**config.mk**
```make
export PLATFORM = sky130hd
export DESIGN_NAME = alu_8bit
export DESIGN_NICKNAME = d
export VERILOG_FILES = /design/src/rtl/alu_pkg.sv /design/src/rtl/alu_addsub.sv /design/src/rtl/alu_8bit.sv
export SDC_FILE = /design/constraint.sdc
export NUM_CORES = 1
export LEC_CHECK = 0
export ABC_CLOCK_PERIOD_IN_PS = 5060
export CAP_MARGIN = 40
export CORE_ASPECT_RATIO = 0.75
export CORE_MARGIN = 2
export CORE_UTILIZATION = 50
export CTS_BUF_LIST = sky130_fd_sc_hd__clkbuf_8
export DETAILED_ROUTE_END_ITERATION = 8
export DONT_BUFFER_PORTS = 1
export PLACE_DENSITY = 0.77
export SETUP_SLACK_MARGIN = 0.2
export SKIP_LAST_GASP = 1
export SLEW_MARGIN = 0
export SYNTH_ARGS = -nofsm -noshare
export SYNTH_HDL_FRONTEND = slang
export SYNTH_SLANG_ARGS = --single-unit
```
**constraint.sdc**
```tcl
create_clock -name clk -period 5.06 [get_ports clk]
set_input_delay 0.759 -clock clk [delete_from_list [all_inputs] [get_ports clk]]
set_output_delay 0.759 -clock clk [all_outputs]
set_load 0.03 [all_outputs]
```
**src/rtl/alu_pkg.sv**
```systemverilog
// Shared definitions for the 8-bit ALU: datapath width, operation encoding
// and the registered output bundle.
package alu_pkg;

    localparam int unsigned WIDTH  = 8;
    localparam int unsigned SEL_W  = 3;

    // Operation select encoding; all eight codes are defined.
    typedef enum logic [SEL_W-1:0] {
        OP_ADD = 3'd0,
        OP_SUB = 3'd1,
        OP_AND = 3'd2,
        OP_OR  = 3'd3,
        OP_XOR = 3'd4,
        OP_NOT = 3'd5,
        OP_SHL = 3'd6,
        OP_SHR = 3'd7
    } op_e;

    // Result plus status flags, as held in the output register.
    typedef struct packed {
        logic [WIDTH-1:0] result;
        logic             zero;
        logic             carry;
        logic             overf;
    } alu_out_t;

endpackage

```
**src/rtl/alu_addsub.sv**
```systemverilog
// Combinational 8-bit adder/subtractor. Subtraction is a + ~b + 1.
// Ports:
//   a, b   - operands
//   sub    - 1 selects subtraction
//   sum    - 8-bit wrapped result
//   cout   - raw carry-out (for subtraction, borrow = ~cout)
//   ovf    - signed two's-complement overflow
module alu_addsub
    import alu_pkg::*;
(
    input  logic [WIDTH-1:0] a,
    input  logic [WIDTH-1:0] b,
    input  logic             sub,
    output logic [WIDTH-1:0] sum,
    output logic             cout,
    output logic             ovf
);

    logic [WIDTH-1:0] b_eff;
    logic [WIDTH:0]   sum_ext;

    // Invert b and inject the +1 through the carry-in for subtraction.
    always_comb begin
        b_eff   = sub ? ~b : b;
        sum_ext = {1'b0, a} + {1'b0, b_eff} + (WIDTH+1)'(sub);
        sum     = sum_ext[WIDTH-1:0];
        cout    = sum_ext[WIDTH];
        // Same-sign effective operands producing a different-sign sum.
        ovf     = (a[WIDTH-1] == b_eff[WIDTH-1]) && (sum[WIDTH-1] != a[WIDTH-1]);
    end

endmodule

```
**src/rtl/alu_8bit.sv**
```systemverilog
// Registered 8-bit ALU with zero/carry/overflow flags and one cycle latency.
// Ports:
//   clk    - clock, all updates on rising edge
//   reset  - synchronous active-high, clears all outputs
//   inA    - operand A
//   inB    - operand B
//   sel    - operation select (see alu_pkg::op_e)
//   result - registered result
//   zero   - registered, result == 0 for computed results
//   carry  - registered carry / borrow / shift-out
//   overF  - registered signed overflow
module alu_8bit
    import alu_pkg::*;
(
    input  logic             clk,
    input  logic             reset,
    input  logic [WIDTH-1:0] inA,
    input  logic [WIDTH-1:0] inB,
    input  logic [SEL_W-1:0] sel,
    output logic [WIDTH-1:0] result,
    output logic             zero,
    output logic             carry,
    output logic             overF
);

    op_e              op;
    logic [WIDTH-1:0] as_sum;
    logic             as_cout;
    logic             as_ovf;
    alu_out_t         nxt;
    alu_out_t         q;

    assign op = op_e'(sel);

    alu_addsub u_addsub (
        .a    (inA),
        .b    (inB),
        .sub  (op == OP_SUB),
        .sum  (as_sum),
        .cout (as_cout),
        .ovf  (as_ovf)
    );

    // Operation mux and flag generation.
    always_comb begin
        nxt = '0;
        unique case (op)
            OP_ADD: begin
                nxt.result = as_sum;
                nxt.carry  = as_cout;
                nxt.overf  = as_ovf;
            end
            OP_SUB: begin
                nxt.result = as_sum;
                nxt.carry  = ~as_cout;
                nxt.overf  = as_ovf;
            end
            OP_AND: nxt.result = inA & inB;
            OP_OR:  nxt.result = inA | inB;
            OP_XOR: nxt.result = inA ^ inB;
            OP_NOT: nxt.result = ~inA;
            OP_SHL: begin
                nxt.result = {inA[WIDTH-2:0], 1'b0};
                nxt.carry  = inA[WIDTH-1];
            end
            OP_SHR: begin
                nxt.result = {1'b0, inA[WIDTH-1:1]};
                nxt.carry  = inA[0];
            end
            default: ;
        endcase
        nxt.zero = (nxt.result == '0);
    end

    // Output register; reset forces all-zero including the zero flag.
    always_ff @(posedge clk) begin
        if (reset) begin
            q <= '0;
        end else begin
            q <= nxt;
        end
    end

    assign result = q.result;
    assign zero   = q.zero;
    assign carry  = q.carry;
    assign overF  = q.overf;

endmodule

```
### Word-level counts from Yosys, hierarchy flattened

Index checks and enable logic that the tools add are counted.

* register bits after elaboration: 11
* bits of input ports: 21
* output and inout bits: 11
* logic and storage cells: 30

* add/sub/neg operators: 2
* equality and inequality tests: 9
* muxes and demuxes: 3
* bitwise logic cells: 7
* reductions and logical operators: 5

Operators by type and width (count)
* $pmux W8 S7: 1
* $not A8 Y8: 2
* $eq A3 B3 Y1 const B: 4
* $add A8 B8 Y9: 1
* $add A9 B1 Y9: 1
* $and A8 B8 Y8: 1
* $logic_not A8 Y1: 1
* $mux W8: 1
* $or A8 B8 Y8: 1
* $xor A8 B8 Y8: 1
* $eq A3 B2 Y1 const B: 2
* $pmux W1 S4: 1
* $reduce_or A2 Y1: 2
* $eq A3 B1 Y1 const B: 1
* $logic_not A3 Y1: 1
* $not A1 Y1: 2
* $eq A1 B1 Y1: 1
* $logic_and A1 B1 Y1: 1
* $ne A1 B1 Y1: 1

### Logic depth before layout (Yosys ltp)

* word-level depth: 6
* depth in mapped cells: 12
* mapped depth without buffers: 10

### Modules after synthesis

A second synthesis with hierarchy kept.

* cell total of the unflattened synthesis: 194
* area, all modules: 1609.0 sq um

By module, submodules not included
* alu_8bit: times used 1, cells each 138, area an instance 1149.9 sq um, seq. area each 220.2 sq um
* alu_addsub: times used 1, cells each 56, area an instance 459.2 sq um, seq. area each 0.0 sq um

### Least setup slack after synthesis

OpenSTA, ideal clock, no wires.

* path kind: input to register
* from: in sel[2]
* to: reg q (netlist bit zero)
* setup time: 0.088 ns
* data arrival time: 3.588 ns
* data required time: 4.972 ns
* path slack: 1.384 ns
* stages: 12
* buffers on the path: 2
* cell sequence: buf_2 or2_2 clkbuf_1 nor2_1 xnor2_1 ha_1 o21a_1 o22ai_2 xor2_1 o22ai_1 or4_4 nor4_2

* longest elaborated chain between the ends: 6
* elaborated cells between the ends (all ways): 14
* classes of those cells: add/sub: 2; eq/ne: 7; mux: 2; reduce/logical: 3

RTL lines
* from (decl): RTL line alu_8bit.sv:19 `input logic [SEL_W-1:0] sel,`
* $eq A3 B1 Y1: RTL line alu_8bit.sv:38, alu_8bit.sv:47
* $mux W8: RTL line alu_addsub.sv:24 `b_eff = sub ? ~b : b;`
* $add A8 B8 Y9: RTL line alu_addsub.sv:25 `sum_ext = {1'b0, a} + {1'b0, b_eff} + (WIDTH+1)'(sub);`
* $add A9 B1 Y9: RTL line alu_addsub.sv:25
* $pmux W8 S7 (*): RTL line alu_8bit.sv:47 `unique case (op)`
* $logic_not A8 Y1 (*): RTL line alu_8bit.sv:72 `nxt.zero = (nxt.result == '0);`
* to (signal assigned): RTL line alu_8bit.sv:80 `q <= nxt;`
* to (decl): RTL line alu_8bit.sv:31 `alu_out_t q;`

Every way passes the cells marked *; elsewhere a longest branch is shown, timed or not.
A chain may end at the register's enable or synchronous reset.

### Worst setup path after layout

Same ends and word-level chain as after synthesis.

==> impl_metrics.csv <==
group,metric,value,unit
timing,rsz0062_at_grt,"false",
critical_path,crit_slowest_cell,"nor2_1",
power_and_ir_drop,p_switching,107,µW
place,routabilityCongestion,0.992,
synthesis,async_reset_ff_share,0,%
global_route,grt_max_degree,28,
synthesis,synth_enable_flop_cells,0,
clocking,ctsHoldBuffers,0,
synthesis,ys.flop_type,"dfxtp_1",
floorplan,die_area,3480,µm²
critical_path,cp-end-kind,"flop",
clocking,h-tree-depth,1,
floorplan,row_count,17,
layout,area_growth,2.24,%
drt,drt_wl_total,3290,µm
timing,fin_crit_sh,69.4,%
timing,finalHoldViolations,0,
synthesis,syn_nets,227,
timing,fin_hold_ws,0.594,ns
power_and_ir_drop,p_sw_share,34.1,%
place,pre_cts_ws,1.28,ns
critical_path,crit_family,"simple AND/OR/NAND/NOR gates",
critical_path,crit_fanout,26,
global_route,grt_pass1_vias,1218,
layout,n_antenna_cell,0,
power_and_ir_drop,p_clk_share,25.8,%
floorplan,core,2910,µm²
drt,wl_per_cell,15.4,µm
timing,setup_viol,0,
critical_path,crit_type,"input port to flop",
critical_path,cp-start-kind,"input port",
floorplan,ios,32,
clocking,root_buffer,"clkbuf_8",
global_route,track_usage,20.7,%
synthesis,avgSynthCellArea,8.34,µm²
critical_path,arrival,3.66,ns
power_and_ir_drop,seq_power_share,35.6,%
drt,firstDrtPassIters,4,
synthesis,yosysSeqAreaShare,14.6,%
clocking,cts_setup_buffers,0,
timing,max-slew-margin-rel,51.4,%
drt,antenna_left,0,
critical_path,critPathBufInv,0,
layout,post-route-util,53.0,%
power_and_ir_drop,p_comb_share,38.6,%
drt,viasPerCell,5.85,
timing,fin_crit,3.51,ns
power_and_ir_drop,power.density,204,nW/µm²
global_route,antenna_found_initial,0,
synthesis,syn_area,1510,µm²
power_and_ir_drop,vdd_drop_max,78.3,µV
drt,vias,1246,
synthesis,yosys_warnings,0,
floorplan,die_y,51.6,µm
global_route,grt-ovfl-total,0,
job,maxCapViolCount,0,
drt,drc_errors,0,
layout,finalNetCount,222,
drt,drt-initial-drc-count,55,
timing,maxSlewViolCount,0,
run_status,outcome,"finished clean",
power_and_ir_drop,p_int,207,µW
layout,drive_gt1_share,10.3,%
timing,max_slew.worst_pin.slew,0.727,ns
critical_path,required,5.20,ns
clocking,numCtsBuffers,3,
critical_path,crit_chain,"or2_2 -> nor2_1 -> xnor2_1 -> ha_1 -> o21a_1 -> o22ai_2 -> xor2_1 -> o22ai_1 -> or4_4 -> nor4_2",
clocking,clkTransAtPathRegs,0.04,ns
hold_path,min_path_type,"input port to flop",
floorplan,initial_core_util,51.8,%
clocking,cts.sinks,11,
clocking,clockBufferDepth,2,
clocking,cts_tree,"built",
synthesis,synth.distinct_cells,48,
timing,final.setup.worst_slack,1.55,ns
timing,tns,0,ns
global_route,grt_pass1_wl,5630,µm
timing,fmax,285,MHz
layout,fill_cells,259,
floorplan,die_x,67.5,µm
power_and_ir_drop,power.leakage,0.000690,µW
synthesis,synth_seq_cells,11,
place,dp.final_hpwl,2620,µm
synthesis,synth_cells,181,
clocking,cts_resized,0,
place,port_buffers,0,
critical_path,slowest_delay,0.58,ns
==> cell type report <==
class | instances | area (µm²) | share of cell area [%]
clock buffers | 3 | 41.3 | 2.67
inverters | 20 | 75.1 | 4.86
multi-input cells | 140 | 1160 | 74.9
well taps | 38 | 47.5 | 3.08
clock inverters | 1 | 3.75 | 0.243
flip-flops and latches | 11 | 220 | 14.3
==> logic make-up after synthesis <==
logic type	synth area share, %
compound gates	21.7
xor+xnor	8.12
fa+ha+maj	21.2
buf+inv	8.86
flops	14.6
mux	8.29
simple gates	17.2
==> routing by layer <==
layer / wire, µm / share of wire [%] / vias to the layer above / global-route usage [%]
met5: 0 / 0 / - / 0
met3: 138 / 4.2 / 2 / 1.95
met1: 1680 / 51 / 584 / 28.9
met2: 1450 / 44 / 33 / 33.8
met4: 14 / 0.43 / 0 / 5.78
li1: - / - / 627 / -
==> through the flow <==
stage | power, µW | instances | instance area (µm²)
floorplan | 223 | 181 | 1510
global placement | 230 | 209 | 1500
detailed placement | 234 | 209 | 1500
CTS | 316 | 213 | 1540
global route | 335 | 213 | 1540
finish | 315 | 213 | 1540
==> worst paths after layout <==
check,start,end,depth (start not counted)
min,reset,result[6],1
max,sel[2],zero,10
==> cells in the final DEF, fill, tap and decap left out, drive strengths merged, types with 4 or more instances in the layout <==
master and instances:
mux2i 5, nor2 10, inv 21, o22ai 4
dfxtp 11, nand2 9, ha 24, nor2b 8
a21oi 13, o21ai 6, mux2 4, xnor2 11
==> Yosys cell counts, types with 2 or more instances <==
cell type	count	share of area, %
buf_2	5	1.7
o22ai_1	3	1.2
a211o_1	3	1.7
mux2i_1	5	3.3
xnor2_1	11	6.4
a21o_1	2	0.99
mux2_4	2	2.0
nor2_1	10	2.5
nand3_1	3	0.99
o21a_1	2	0.99
clkbuf_1	3	0.75
nand2b_1	3	1.2
a211oi_1	2	0.99
a221oi_1	2	1.2
dfxtp_1	11	15
o21ai_0	6	2.0
mux2_1	2	1.5
nor2b_1	8	3.3
inv_1	18	4.5
xor2_1	3	1.7
inv_2	2	0.50
a21oi_1	13	4.3
buf_6	2	1.5
ha_1	24	20
nor3b_1	3	1.5
nand2_1	9	2.2
a311oi_1	3	1.7
==> power by group through the flow <==
stage	clock network, µW	logic (µW)	registers [µW]
2_1_floorplan	0	110	113
3_3_place_gp	0	116	114
3_5_place_dp	0	120	114
4_1_cts	82.7	121	112
5_1_grt	85.2	136	114
6_report	81.2	121	112
==> state kept, by name (all words and copies together) (netlist names) <==
register / cells
carry: 1
overF: 1
result: 8
zero: 1
Power figures use the tool's default switching activity.
